===== config.mk =====
export PLATFORM = sky130hd
export DESIGN_NAME = mul_cdb_unit_flat
export DESIGN_NICKNAME = d
export VERILOG_FILES = /design/src/rtl/mul_cdb_unit_if.sv /design/src/rtl/mul_cdb_unit.sv /design/src/flat_wrapper.sv
export SDC_FILE = /design/constraint.sdc
export NUM_CORES = 2
export LEC_CHECK = 0
export CORE_UTILIZATION = 40
export DETAILED_ROUTE_END_ITERATION = 10
export DONT_BUFFER_PORTS = 1
export GPL_ROUTABILITY_DRIVEN = 0
export GPL_TIMING_DRIVEN = 1
export PLACE_DENSITY = 0.61
export REMOVE_ABC_BUFFERS = 1
export SLEW_MARGIN = 20
export SYNTH_ARGS = -nofsm -noshare
export SYNTH_HDL_FRONTEND = slang
export SYNTH_SLANG_ARGS = --single-unit

===== constraint.sdc =====
create_clock -name clk -period 13.26 [get_ports clk]
set_input_delay 2.652 -clock clk [delete_from_list [all_inputs] [get_ports clk]]
set_output_delay 2.652 -clock clk [all_outputs]
set_load 0.02 [all_outputs]

===== src/rtl/mul_cdb_unit_if.sv =====
// Issue and result-broadcast bundle of the multiply unit.
// The reservation-station side uses "master"; the unit itself uses "slave".
interface mul_cdb_unit_if;
  logic        issue_we;
  logic [4:0]  issue_op;
  logic [4:0]  issue_dst;
  logic [4:0]  issue_tag;
  logic [31:0] issue_val1;
  logic [31:0] issue_val2;
  logic        we_MUL;
  logic [4:0]  tag_MUL;
  logic [4:0]  dst_MUL;
  logic [31:0] val_MUL;
  logic        busy;

  modport master (
    output issue_we, issue_op, issue_dst, issue_tag, issue_val1, issue_val2,
    input  we_MUL, tag_MUL, dst_MUL, val_MUL, busy
  );

  modport slave (
    input  issue_we, issue_op, issue_dst, issue_tag, issue_val1, issue_val2,
    output we_MUL, tag_MUL, dst_MUL, val_MUL, busy
  );
endinterface


===== src/rtl/mul_cdb_unit.sv =====
// Fixed-latency pipelined 32x32 multiply feeding the MUL broadcast channel.
// LATENCY (1..8) stages; one op per cycle, in-order completion.
module mul_cdb_unit #(
  parameter int LATENCY = 3
) (
  input  logic           clk,
  input  logic           reset,
  input  logic           stall,
  input  logic           flush,
  mul_cdb_unit_if.slave  bus
);

  localparam int LAST = LATENCY - 1;

  logic              accept;
  logic [31:0]       mul_result;
  logic signed [63:0] opnd_a;
  logic signed [63:0] opnd_b;
  logic signed [63:0] product;
  logic              unused_op;

  logic [LATENCY-1:0] vld;
  logic [4:0]         tag_q [LATENCY];
  logic [4:0]         dst_q [LATENCY];
  logic [31:0]        res_q [LATENCY];

  assign accept    = bus.issue_we & ~stall & ~flush & (bus.issue_dst != 5'd0);
  assign unused_op = ^bus.issue_op[4:2];

  // Product is formed at capture; later stages only carry it forward.
  always_comb begin
    opnd_a = 64'sd0;
    opnd_b = 64'sd0;
    if (bus.issue_op[0]) begin
      opnd_a = {32'd0, bus.issue_val1};
      opnd_b = {32'd0, bus.issue_val2};
    end else begin
      opnd_a = {{32{bus.issue_val1[31]}}, bus.issue_val1};
      opnd_b = {{32{bus.issue_val2[31]}}, bus.issue_val2};
    end
    product    = opnd_a * opnd_b;
    mul_result = bus.issue_op[1] ? product[63:32] : product[31:0];
  end

  // Payload registers only load behind a valid op, so the last stage
  // keeps presenting the most recent result while no op is pending.
  always_ff @(posedge clk) begin
    if (reset) begin
      vld <= '0;
      for (int k = 0; k < LATENCY; k++) begin
        tag_q[k] <= '0;
        dst_q[k] <= '0;
        res_q[k] <= '0;
      end
    end else if (flush) begin
      vld <= '0;
    end else if (!stall) begin
      vld[0] <= accept;
      if (accept) begin
        tag_q[0] <= bus.issue_tag;
        dst_q[0] <= bus.issue_dst;
        res_q[0] <= mul_result;
      end
      for (int k = 1; k < LATENCY; k++) begin
        vld[k] <= vld[k-1];
        if (vld[k-1]) begin
          tag_q[k] <= tag_q[k-1];
          dst_q[k] <= dst_q[k-1];
          res_q[k] <= res_q[k-1];
        end
      end
    end
  end

  // A stalled last stage holds, so its result broadcasts once stall drops.
  assign bus.we_MUL  = vld[LAST] & ~stall & ~flush & ~reset;
  assign bus.tag_MUL = tag_q[LAST];
  assign bus.dst_MUL = dst_q[LAST];
  assign bus.val_MUL = res_q[LAST];
  assign bus.busy    = |vld;

endmodule


===== src/flat_wrapper.sv =====
// flat-port wrapper written by rule: the top's interface ports become plain ports
module mul_cdb_unit_flat 
#(
  parameter int LATENCY = 3
)
  (clk, reset, stall, flush, bus_issue_we, bus_issue_op, bus_issue_dst, bus_issue_tag, bus_issue_val1, bus_issue_val2, bus_we_MUL, bus_tag_MUL, bus_dst_MUL, bus_val_MUL, bus_busy);
  mul_cdb_unit_if bus_i ();
  input  logic clk;
  input  logic reset;
  input  logic stall;
  input  logic flush;
  input wire logic [$bits(bus_i.issue_we)-1:0] bus_issue_we;
  input wire logic [$bits(bus_i.issue_op)-1:0] bus_issue_op;
  input wire logic [$bits(bus_i.issue_dst)-1:0] bus_issue_dst;
  input wire logic [$bits(bus_i.issue_tag)-1:0] bus_issue_tag;
  input wire logic [$bits(bus_i.issue_val1)-1:0] bus_issue_val1;
  input wire logic [$bits(bus_i.issue_val2)-1:0] bus_issue_val2;
  output wire logic [$bits(bus_i.we_MUL)-1:0] bus_we_MUL;
  output wire logic [$bits(bus_i.tag_MUL)-1:0] bus_tag_MUL;
  output wire logic [$bits(bus_i.dst_MUL)-1:0] bus_dst_MUL;
  output wire logic [$bits(bus_i.val_MUL)-1:0] bus_val_MUL;
  output wire logic [$bits(bus_i.busy)-1:0] bus_busy;
  assign bus_i.issue_we = bus_issue_we;
  assign bus_i.issue_op = bus_issue_op;
  assign bus_i.issue_dst = bus_issue_dst;
  assign bus_i.issue_tag = bus_issue_tag;
  assign bus_i.issue_val1 = bus_issue_val1;
  assign bus_i.issue_val2 = bus_issue_val2;
  assign bus_we_MUL = bus_i.we_MUL;
  assign bus_tag_MUL = bus_i.tag_MUL;
  assign bus_dst_MUL = bus_i.dst_MUL;
  assign bus_val_MUL = bus_i.val_MUL;
  assign bus_busy = bus_i.busy;
  mul_cdb_unit #(.LATENCY(LATENCY)) u_core (.clk(clk), .reset(reset), .stall(stall), .flush(flush), .bus(bus_i));
endmodule

==> impl_metrics.json <==
{
  "slew_headroom_pct": 30.58,
  "vias_per_cell": 5.043,
  "clk_latency_ns": 0.41,
  "grt_use_met3_pct": 3.206,
  "placed_cells": 6986,
  "met2_usage_pct": 38.83,
  "routed_wl_um": 143400,
  "synthesis.area_sq_mm": 0.05394,
  "fp.dieH_um": 369.2,
  "outcome": "complete, but fails checks",
  "crit_arrival_ns": 12.18,
  "worstSetupEndpointType": "flop",
  "cts.sinks": 129,
  "rsz0062_at_grt": "no",
  "yosysSeqAreaShare_pct": 7.126,
  "final_cell_mix": "1,483 x inv_1, 1,421 x fa_1, 738 x and2_1",
  "busiest_layer": "met2",
  "row_count": 134,
  "setup-violations-final": 0,
  "wl_per_cell_um": 20.43,
  "hp-class": "flop to flop",
  "crit_type": "input port to flop",
  "drive_gt1_share_pct": 1.390,
  "final_common_cell": "inv_1",
  "synth_area_leaders": "fa_1 53%, inv_1 10%, and2_1 8.6%",
  "die_area_sq_mm": 0.1363,
  "initial_utilization_pct": 40.36,
  "ctsHtreeMaxLevel": 4,
  "port_buffers": 0,
  "synth_cell_types": 73,
  "hold_buffers": 0,
  "cts_setup_buffers": 0,
  "syn_inst": 5516,
  "fin_nets": 7090,
  "synth_top_area_share_pct": 52.74,
  "die_w_um": 369.2,
  "cap_violations": 0,
  "initialDrtViolationCount": 2265,
  "min_period_ns": 12.04,
  "worst_clock_skew_ns": 0.006710,
  "crit_required_ns": 13.40,
  "fin_cells": 7020,
  "synth_area_per_cell_sq_um": 9.778,
  "fin_crit_sh_pct": 90.84,
  "async_reset_ff_share_pct": 0,
  "synth_ff_type": "edfxtp_1",
  "numCtsBuffers": 17,
  "drtPass1Iterations": 9,
  "clockRootBuffer": "clkbuf_16",
  "slowest_stage": "fa_1",
  "syn_to_final_growth_pct": 3.016,
  "ys_warn_count": 0,
  "max_stage_delay_ns": 0.75,
  "max_freq_mhz": 83.02,
  "synth-edff-count": 126,
  "globalRouteOverflowTotal": 0,
  "fin_setup_tns_ns": 0,
  "worstSetupStartpointType": "input port",
  "max_slew.worst_pin.slew_ns": 1.038,
  "crit_path_frequent_cell": "fa_1",
  "grt_max_degree": 66,
  "drc": 46,
  "use_met1_pct": 29.06,
  "core_sq_mm": 0.1336,
  "yosysTopAreaCell": "fa_1",
  "io_pins": 128,
  "maxSlewViolCount": 0,
  "violations": "DRC",
  "cts_tree": "yes",
  "grt_pass1_wl_um": 233400,
  "vias": 35400,
  "grt_pass1_vias": 40470,
  "ant_nets": 0,
  "hpwl_um": 118600,
  "antenna_found_initial": 3,
  "clock_path_buffers": 2,
  "hold_viol_final": 0,
  "track_usage_pct": 22.24,
  "finish.utilization_pct": 41.58,
  "ys_seq_elements": 129,
  "crit_fanout": 34,
  "cts.repair.resized": 0,
  "clk_pin_slew_worst_paths_ns": 0.06
}
## kinds of logic after synthesis
kind of cell	Yosys count	share of synthesized area, %
compound gates	274	3.410
xor+xnor	105	1.705
fa+ha+maj	1771	60.85
buf+inv	1795	12.82
flops	129	7.126
mux	9	0.1693
simple gates	1433	13.92
## cells in the mapped netlist, drive strengths merged (3+ instances only)
master / count
a2111oi: 5
a211o: 7
a211oi: 7
a21o: 39
a21oi: 81
a31o: 7
a31oi: 12
and2: 739
and3: 10
buf: 65
clkbuf: 246
dfxtp: 3
edfxtp: 126
fa: 1421
ha: 348
inv: 1484
mux2i: 8
nand2: 518
nand2b: 4
nand3: 27
nand3b: 3
nand4: 24
nor2: 57
nor2b: 6
nor3: 16
nor4: 3
nor4b: 3
o211ai: 9
o21a: 17
o21ai: 41
o21bai: 10
o22ai: 8
o31ai: 5
or3: 12
or4: 3
xnor2: 83
xor2: 22
## area by class of cell
type                            instances  area [sq um]
Tap cell                             1768          2212
Sequential cell                       129          3844
Antenna cell                            2         5.005
Multi-Input combinational cell       3592         43220
Clock inverter                         15         190.2
Timing Repair Buffer                   13         97.59
Clock buffer                           17         425.4
Inverter                             1484          5570
Fill cell                           13030         78060
## critical path: cells and delay by family
kind | cells | cell delay (ns)
AO/OA/AOI/OAI | 1 | 0.43
adder cells (fa/ha/maj) | 11 | 5.97
buffers and inverters | 9 | 1.41
multiplexers | 1 | 0.08
AND/OR/NAND/NOR | 7 | 1.55
## final timing paths
kind,start,endpoint,slack (ns),cells past startpoint
worst max-delay path,bus_issue_val1[31],u_core.res_q[0][30]$_SDFFCE_PN0P_,1.22,29
worst min register to register,u_core.res_q[0][8]$_SDFFCE_PN0P_,u_core.res_q[0][40]$_SDFFCE_PN0P_,0.52,1
worst max register to register,u_core.vld[1]$_SDFFE_PP0N_,u_core.res_q[0][16]$_SDFFCE_PN0P_,9.93,5
worst min-delay path,u_core.res_q[0][8]$_SDFFCE_PN0P_,u_core.res_q[0][40]$_SDFFCE_PN0P_,0.52,1
## flip-flops by register name (all words and copies together), names as in the netlist
signal	cells
u_core.res_q	96
u_core.tag_q	15
u_core.vld	3
u_core.dst_q	15
## per-stage QoR
step	area [sq um]	hold WS (ns)	worst slack, ns
2_1_floorplan	52590	0.4967	1.354
3_3_place_gp	54940	0.5018	0.9780
3_5_place_dp	54940	0.5030	0.8446
4_1_cts	55550	0.5159	1.276
5_1_grt	55560	0.5273	0.6718
6_report	55560	0.5151	1.215
## per-layer routing
layer	up-vias	wire [um]	part of all wire, %
met5	-	0	0
met4	0	3451	2.4
met3	176	8673	6.0
met2	1042	71600	50
met1	18920	59670	42
li1	15270	-	-
Power is left out: the tool's default activity adds up to more than one toggle a clock period on the data nets, which glitch-free logic cannot reach.
